--- config.mk ---
export PLATFORM = sky130hd
export DESIGN_NAME = cmd_dispatch_flat
export DESIGN_NICKNAME = d
export VERILOG_FILES = /design/src/rtl/cmd_dispatch_if.sv /design/src/rtl/cmd_dispatch.sv /design/src/flat_wrapper.sv
export SDC_FILE = /design/constraint.sdc
export NUM_CORES = 1
export LEC_CHECK = 0
export CORE_ASPECT_RATIO = 0.7
export CORE_MARGIN = 5
export CORE_UTILIZATION = 49
export DETAILED_ROUTE_END_ITERATION = 8
export PLACE_DENSITY = 0.75
export SLEW_MARGIN = 20
export SYNTH_ARGS = -nofsm -noshare
export SYNTH_HDL_FRONTEND = slang
export SYNTH_SLANG_ARGS = --single-unit
--- constraint.sdc ---
create_clock -name CLK -period 4 [get_ports CLK]
set_input_delay 1.2 -clock CLK [delete_from_list [all_inputs] [get_ports CLK]]
set_output_delay 1.2 -clock CLK [all_outputs]
set_load 0.02 [all_outputs]
--- src/rtl/cmd_dispatch_if.sv ---
// Command dispatcher bus: packet input, per-unit busy, control strobes,
// issue pulses and status/error reporting, grouped for the dispatcher port.
interface cmd_dispatch_if #(
    parameter int NUM_CH     = 8,
    parameter int OP_W       = 8,
    parameter int FIFO_DEPTH = 4
);
    localparam int LVL_W = $clog2(FIFO_DEPTH) + 1;

    logic              packet_ready;
    logic [OP_W-1:0]   opcode;
    logic [NUM_CH-1:0] BUSY;
    logic              flush;
    logic              err_clr;
    logic [NUM_CH-1:0] CMD;
    logic              pkt_accept;
    logic [LVL_W-1:0]  fifo_level;
    logic              err_unknown;
    logic              err_overflow;
    logic              err_timeout;
    logic [OP_W-1:0]   err_opcode;

    // Packet source / unit side
    modport master (
        output packet_ready, opcode, BUSY, flush, err_clr,
        input  CMD, pkt_accept, fifo_level, err_unknown, err_overflow, err_timeout, err_opcode
    );

    // Dispatcher side
    modport slave (
        input  packet_ready, opcode, BUSY, flush, err_clr,
        output CMD, pkt_accept, fifo_level, err_unknown, err_overflow, err_timeout, err_opcode
    );
endinterface

--- src/rtl/cmd_dispatch.sv ---
// Command dispatcher: queues opcodes in an in-order FIFO, decodes the head to
// a channel and issues a one-cycle CMD pulse once that unit is free. Unknown
// opcodes and heads stalled too long are discarded with sticky error flags.
module cmd_dispatch #(
    parameter int                NUM_CH      = 8,
    parameter int                OP_W        = 8,
    parameter int                OP_BASE     = 1,
    parameter logic [NUM_CH-1:0] VALID_MASK  = 8'hF7,
    parameter logic [NUM_CH-1:0] BYPASS_MASK = 8'h01,
    parameter int                FIFO_DEPTH  = 4,
    parameter int                TIMEOUT     = 1024
) (
    input logic           CLK,
    input logic           rst,
    cmd_dispatch_if.slave bus
);
    localparam int PTR_W       = (FIFO_DEPTH > 1) ? $clog2(FIFO_DEPTH) : 1;
    localparam int LVL_W       = $clog2(FIFO_DEPTH) + 1;
    localparam int CH_W        = (NUM_CH > 1) ? $clog2(NUM_CH) : 1;
    localparam int STALL_W     = (TIMEOUT > 1) ? $clog2(TIMEOUT) : 1;
    localparam int STALL_MAX_I = (TIMEOUT > 0) ? (TIMEOUT - 1) : 0;
    localparam logic [STALL_W-1:0] STALL_MAX = STALL_W'(STALL_MAX_I);

    logic [OP_W-1:0]    r_mem [FIFO_DEPTH];
    logic [PTR_W-1:0]   r_wr_ptr;
    logic [PTR_W-1:0]   r_rd_ptr;
    logic [LVL_W-1:0]   r_count;
    logic [STALL_W-1:0] r_stall;
    logic [NUM_CH-1:0]  r_holdoff;
    logic [NUM_CH-1:0]  r_cmd;
    logic               r_err_unk;
    logic               r_err_ovf;
    logic               r_err_to;
    logic [OP_W-1:0]    r_err_op;

    logic               w_empty;
    logic               w_full;
    logic [OP_W-1:0]    w_head;
    logic [OP_W:0]      w_diff;
    logic               w_in_range;
    logic [CH_W-1:0]    w_ch;
    logic               w_known;
    logic               w_active;
    logic               w_can_issue;
    logic               w_issue;
    logic               w_unknown;
    logic               w_blocked;
    logic               w_timeout;
    logic               w_pop;
    logic               w_push;
    logic               w_overflow;
    logic [NUM_CH-1:0]  w_issue_vec;

    assign w_empty = (r_count == '0);
    assign w_full  = (r_count == LVL_W'(FIFO_DEPTH));
    assign w_head  = r_mem[r_rd_ptr];

    // Channel index computed one bit wider so opcodes below OP_BASE cannot wrap into range
    assign w_diff     = {1'b0, w_head} - (OP_W+1)'(OP_BASE);
    assign w_in_range = ({1'b0, w_head} >= (OP_W+1)'(OP_BASE)) && (w_diff < (OP_W+1)'(NUM_CH));
    assign w_ch       = w_diff[CH_W-1:0];
    assign w_known    = w_in_range && VALID_MASK[w_ch];

    // Flush pre-empts every head action in its cycle
    assign w_active    = !w_empty && !bus.flush;
    assign w_can_issue = BYPASS_MASK[w_ch] || (!bus.BUSY[w_ch] && !r_holdoff[w_ch]);
    assign w_issue     = w_active && w_known && w_can_issue;
    assign w_unknown   = w_active && !w_known;
    assign w_blocked   = w_active && w_known && !w_can_issue;
    assign w_timeout   = (TIMEOUT != 0) && w_blocked && (r_stall == STALL_MAX);
    assign w_pop       = w_issue || w_unknown || w_timeout;

    // Full is judged on registered state only, so a pop never makes room for a same-cycle push
    assign w_push     = bus.packet_ready && !w_full && !bus.flush;
    assign w_overflow = bus.packet_ready && w_full && !bus.flush;

    generate
        for (genvar gi = 0; gi < NUM_CH; gi++) begin : g_issue
            assign w_issue_vec[gi] = w_issue && (w_ch == CH_W'(gi));
        end
    endgenerate

    // Queue storage: written at the tail, no reset needed since occupancy is tracked separately
    always_ff @(posedge CLK) begin
        if (w_push) begin
            r_mem[r_wr_ptr] <= bus.opcode;
        end
    end

    // Queue pointers and occupancy; pointers wrap naturally at the power-of-two depth
    always_ff @(posedge CLK) begin
        if (rst || bus.flush) begin
            r_wr_ptr <= '0;
            r_rd_ptr <= '0;
            r_count  <= '0;
        end else begin
            if (w_push) r_wr_ptr <= r_wr_ptr + PTR_W'(1);
            if (w_pop)  r_rd_ptr <= r_rd_ptr + PTR_W'(1);
            r_count <= r_count + LVL_W'(w_push) - LVL_W'(w_pop);
        end
    end

    // Issue pulse, one-cycle hold-off for the just-issued channel, and head stall counter
    always_ff @(posedge CLK) begin
        if (rst) begin
            r_cmd     <= '0;
            r_holdoff <= '0;
            r_stall   <= '0;
        end else begin
            r_cmd     <= w_issue_vec;
            r_holdoff <= w_issue_vec;
            if (bus.flush || w_pop) begin
                r_stall <= '0;
            end else if (w_blocked) begin
                r_stall <= r_stall + STALL_W'(1);
            end
        end
    end

    // Sticky error flags; a new event outranks a same-cycle clear
    always_ff @(posedge CLK) begin
        if (rst) begin
            r_err_unk <= 1'b0;
            r_err_ovf <= 1'b0;
            r_err_to  <= 1'b0;
            r_err_op  <= '0;
        end else begin
            r_err_unk <= w_unknown  || (r_err_unk && !bus.err_clr);
            r_err_ovf <= w_overflow || (r_err_ovf && !bus.err_clr);
            r_err_to  <= w_timeout  || (r_err_to  && !bus.err_clr);
            if (w_unknown || w_timeout) begin
                r_err_op <= w_head;
            end
        end
    end

    assign bus.CMD          = r_cmd;
    assign bus.pkt_accept   = !w_full;
    assign bus.fifo_level   = r_count;
    assign bus.err_unknown  = r_err_unk;
    assign bus.err_overflow = r_err_ovf;
    assign bus.err_timeout  = r_err_to;
    assign bus.err_opcode   = r_err_op;
endmodule

--- src/flat_wrapper.sv ---
// flat-port wrapper written by rule: the top's interface ports become plain ports
module cmd_dispatch_flat 
#(
    parameter int                NUM_CH      = 8,
    parameter int                OP_W        = 8,
    parameter int                OP_BASE     = 1,
    parameter logic [NUM_CH-1:0] VALID_MASK  = 8'hF7,
    parameter logic [NUM_CH-1:0] BYPASS_MASK = 8'h01,
    parameter int                FIFO_DEPTH  = 4,
    parameter int                TIMEOUT     = 1024
)
  (CLK, rst, bus_packet_ready, bus_opcode, bus_BUSY, bus_flush, bus_err_clr, bus_CMD, bus_pkt_accept, bus_fifo_level, bus_err_unknown, bus_err_overflow, bus_err_timeout, bus_err_opcode);
  cmd_dispatch_if #(.NUM_CH(NUM_CH), .OP_W(OP_W), .FIFO_DEPTH(FIFO_DEPTH)) bus_i ();
  input logic CLK;
  input logic rst;
  input wire logic [$bits(bus_i.packet_ready)-1:0] bus_packet_ready;
  input wire logic [$bits(bus_i.opcode)-1:0] bus_opcode;
  input wire logic [$bits(bus_i.BUSY)-1:0] bus_BUSY;
  input wire logic [$bits(bus_i.flush)-1:0] bus_flush;
  input wire logic [$bits(bus_i.err_clr)-1:0] bus_err_clr;
  output wire logic [$bits(bus_i.CMD)-1:0] bus_CMD;
  output wire logic [$bits(bus_i.pkt_accept)-1:0] bus_pkt_accept;
  output wire logic [$bits(bus_i.fifo_level)-1:0] bus_fifo_level;
  output wire logic [$bits(bus_i.err_unknown)-1:0] bus_err_unknown;
  output wire logic [$bits(bus_i.err_overflow)-1:0] bus_err_overflow;
  output wire logic [$bits(bus_i.err_timeout)-1:0] bus_err_timeout;
  output wire logic [$bits(bus_i.err_opcode)-1:0] bus_err_opcode;
  assign bus_i.packet_ready = bus_packet_ready;
  assign bus_i.opcode = bus_opcode;
  assign bus_i.BUSY = bus_BUSY;
  assign bus_i.flush = bus_flush;
  assign bus_i.err_clr = bus_err_clr;
  assign bus_CMD = bus_i.CMD;
  assign bus_pkt_accept = bus_i.pkt_accept;
  assign bus_fifo_level = bus_i.fifo_level;
  assign bus_err_unknown = bus_i.err_unknown;
  assign bus_err_overflow = bus_i.err_overflow;
  assign bus_err_timeout = bus_i.err_timeout;
  assign bus_err_opcode = bus_i.err_opcode;
  cmd_dispatch #(.NUM_CH(NUM_CH), .OP_W(OP_W), .OP_BASE(OP_BASE), .VALID_MASK(VALID_MASK), .BYPASS_MASK(BYPASS_MASK), .FIFO_DEPTH(FIFO_DEPTH), .TIMEOUT(TIMEOUT)) u_core (.CLK(CLK), .rst(rst), .bus(bus_i));
endmodule
==> flow_summary.json <==
{
  "outcome": "completed",
  "postRouteAntennaNets": 0,
  "drt_iter0_drc": 103,
  "synth_edf_count": 32,
  "critPathBufInv": 3,
  "yosysTopAreaCellShare_pct": 29.2,
  "gp_congestion": 0.854,
  "multi_input_area_um2": 1500,
  "tightest_slew_ps": 759,
  "yosysSeqAreaShare_pct": 52.2,
  "synth_top_family_by_area": "simple AND/OR/NAND/NOR gates",
  "finalSetupViolations": 0,
  "hold_violations": 0,
  "num_rows": 25,
  "routed_wl_mm": 6.77,
  "grt_first_pass_wirelength_mm": 11.4,
  "period_needed_ps": 3770,
  "die_h_um": 78.6,
  "power.density_nw_per_um2": 363,
  "cts_inserted_buffers": 9,
  "clock-root-buffer": "clkbuf_8",
  "hold_path.class": "flip-flop to flip-flop",
  "synth_mux_area_share_pct": 10.1,
  "maxCapViolations": 0,
  "worstPathMaxFanout": 7,
  "fin_nets": 368,
  "seqCellArea_um2": 1730,
  "clk_pin_slew_ps": 70,
  "cp.required_ps": 4230,
  "rsz0062_at_grt": "false",
  "num_antenna_cells": 0,
  "synth.ff_latch_count": 70,
  "cpMaxStageDelayCell": "mux4_2",
  "synthCells": 281,
  "cts.sinks": 70,
  "floorplan.io_pins": 44,
  "crit_family": "adder cells",
  "n_fill_cell": 558,
  "h-tree-depth": 3,
  "synthAdderAreaFrac_pct": 5.54,
  "synth-xor-area-share_pct": 0.797,
  "synth_compound_area_share_pct": 8.58,
  "dieWidth_um": 108,
  "crit_chain": "mux4_2 -> inv_2 -> ha_2 -> ha_1 -> or2_4 -> nor4_4 -> a31oi_2 -> nand3_2 -> a31oi_4 -> ha_1 -> inv_1 -> ha_1 -> inv_1 -> fa_1 -> xor2_1 -> xnor2_1 -> nor2_1",
  "core_um2": 6630,
  "instances_no_fill": 432,
  "synthArstFlopShare_pct": 0,
  "areaGrowthSynthToFinish_pct": 24.1,
  "grt-ovfl-total": 0,
  "endpoint_kind": "flip-flop",
  "start_kind": "flip-flop",
  "path_class": "flip-flop to flip-flop",
  "syn_area_per_cell_um2": 11.7,
  "synth_flop_cell": "dfxtp_1",
  "cts_tree": "yes",
  "first_pass_iters": 4,
  "grt_max_degree": 21,
  "synthDistinctLibCells": 48,
  "ctsLongestPathBuffers": 2,
  "drive_gt1_share_pct": 15.7,
  "final.period_utilization_pct": 94.2,
  "yosys_warnings": 0,
  "total_power_mw": 1.48,
  "relSlewSlack_pct": 49.2,
  "synth_nets": 316,
  "place_inst": 414,
  "yosys.area.top_type": "edfxtp_1",
  "clock_latency_ps": 350,
  "setup_tns_ps": 0,
  "ys_top_cells_by_area": "edfxtp_1, dfxtp_1, ha_1",
  "p_leak_nw": 1.39,
  "detail_route.vias_per_cell": 5.40,
  "grt_pass1_vias": 2307,
  "synthesis.area_um2": 3300,
  "synth_most_common_cell": "dfxtp_1",
  "hpwl_mm": 4.98,
  "maxSlewViolCount": 0,
  "max_freq_ghz": 0.265,
  "ir_worst_vdd_uv": 282,
  "start_util_pct": 49.7,
  "wl_per_cell_um": 15.7,
  "route.detailed.drc": 0,
  "synth-simple-area-share_pct": 19.1,
  "cpPeakStageDelay_ps": 560,
  "die-area_um2": 8490,
  "antenna_found_initial": 0,
  "cp_data_arrival_time_ps": 3990,
  "synthTopCellsByCount": "dfxtp_1, edfxtp_1, nor2_1",
  "holdBufCountCts": 0,
  "numPortBuffers": 43,
  "finClkSkew_ps": 8.98,
  "vias": 2334,
  "grt.total_usage_pct": 17.4,
  "critPathMostFrequentCell": "ha_1"
}
[cells in the final DEF (no fill, tap or decap), types with 3 or more instances in the layout]
cell type	instances
and2_1	13
dfxtp_1	36
nor3_1	5
clkbuf_8	9
or3_1	6
mux4_1	3
ha_1	12
nand3_1	9
a211oi_1	10
nand3b_1	3
clkinvlp_4	3
nand2_1	9
o31ai_1	6
nand2b_1	16
nand4_1	4
buf_4	12
nand4b_1	3
or4_1	6
mux4_2	5
or2_2	5
edfxtp_1	32
inv_1	10
nor2_1	18
mux2i_1	14
clkdlybuf4s50_1	43
[layout make-up]
type | instances | area share [%]
clock buffers | 9 | 3.03
clock inverters | 7 | 1.19
inverters | 13 | 1.32
multi-input cells | 184 | 36.6
flip-flops and latches | 70 | 42.2
well taps | 94 | 2.88
repair buffers | 55 | 12.7
[sequential cells by signal, indices dropped and copies added (netlist names), 2 cells and up, named ones only]
register               count
u_core.bus.err_opcode      8
u_core.bus.fifo_level      3
u_core.r_holdoff           8
u_core.r_mem              32
u_core.r_rd_ptr            2
u_core.r_stall            10
u_core.r_wr_ptr            2
[timing repair]
| action | in CTS | in global routing |
|---|---|---|
| buffers inserted | 0 | 2 |
| resized for setup | 1 | 7 |
| setup endpoints to repair | 1 | 1 |
| pin swaps | 0 | 0 |
[per-layer routing]
| metal | up-vias | GRT usage [%] | part of all wire (%) |
|---|---|---|---|
| met3 | 9 | 6.66 | 6.6 |
| li1 | 1153 | - | - |
| met2 | 65 | 26.2 | 44 |
| met5 | - | 0 | 0 |
| met1 | 1107 | 23.6 | 48 |
| met4 | 0 | 4.67 | 1.3 |
[path summary, 6_finish.rpt]
| path | startpoint | slack (ps) | cells after the start | end |
|---|---|---|---|---|
| worst min-delay path | u_core.bus.err_unknown$_SDFF_PP0_ | 470 | 2 | u_core.bus.err_unknown$_SDFF_PP0_ |
| worst max register to register | flip-flop | 230 | 17 | u_core.bus.fifo_level[2]$_SDFF_PP0_ |
| worst max-delay path | flip-flop | 230 | 17 | u_core.bus.fifo_level[2]$_SDFF_PP0_ |
| worst min register to register | u_core.bus.err_unknown$_SDFF_PP0_ | 470 | 2 | u_core.bus.err_unknown$_SDFF_PP0_ |
[through the flow]
step	util, %	worst slack, ps	hold slack [ps]	cell area (µm²)
after detailed placement	58.4	34.7	464	3870
after floorplan	-	8.90	446	3320
final	61.7	232	472	4090
after global routing	61.7	19.6	504	4090
after global placement	58.4	56.7	449	3870
after CTS	61.0	41.9	476	4050
[logic make-up after synthesis]
logic type | after synthesis
AND/OR/NAND/NOR | 109
flip-flops | 70
AO/OA/AOI/OAI | 36
buffers and inverters | 27
multiplexers | 22
adder cells (fa/ha/maj) | 14
XOR/XNOR | 3
[tightest hold or removal path, stage by stage (launching register included)]
cell and delay, ps:
dfxtp_1 320, nand2_1 50, a21oi_1 60
[power breakdown]
part	total (mW)	switching, mW	internal, mW
clock	0.496	0.271	0.225
combinational	0.216	0.118	0.0985
sequential	0.772	0.00952	0.762
total	1.48	0.398	1.09
(Power assumes the default switching activity.)
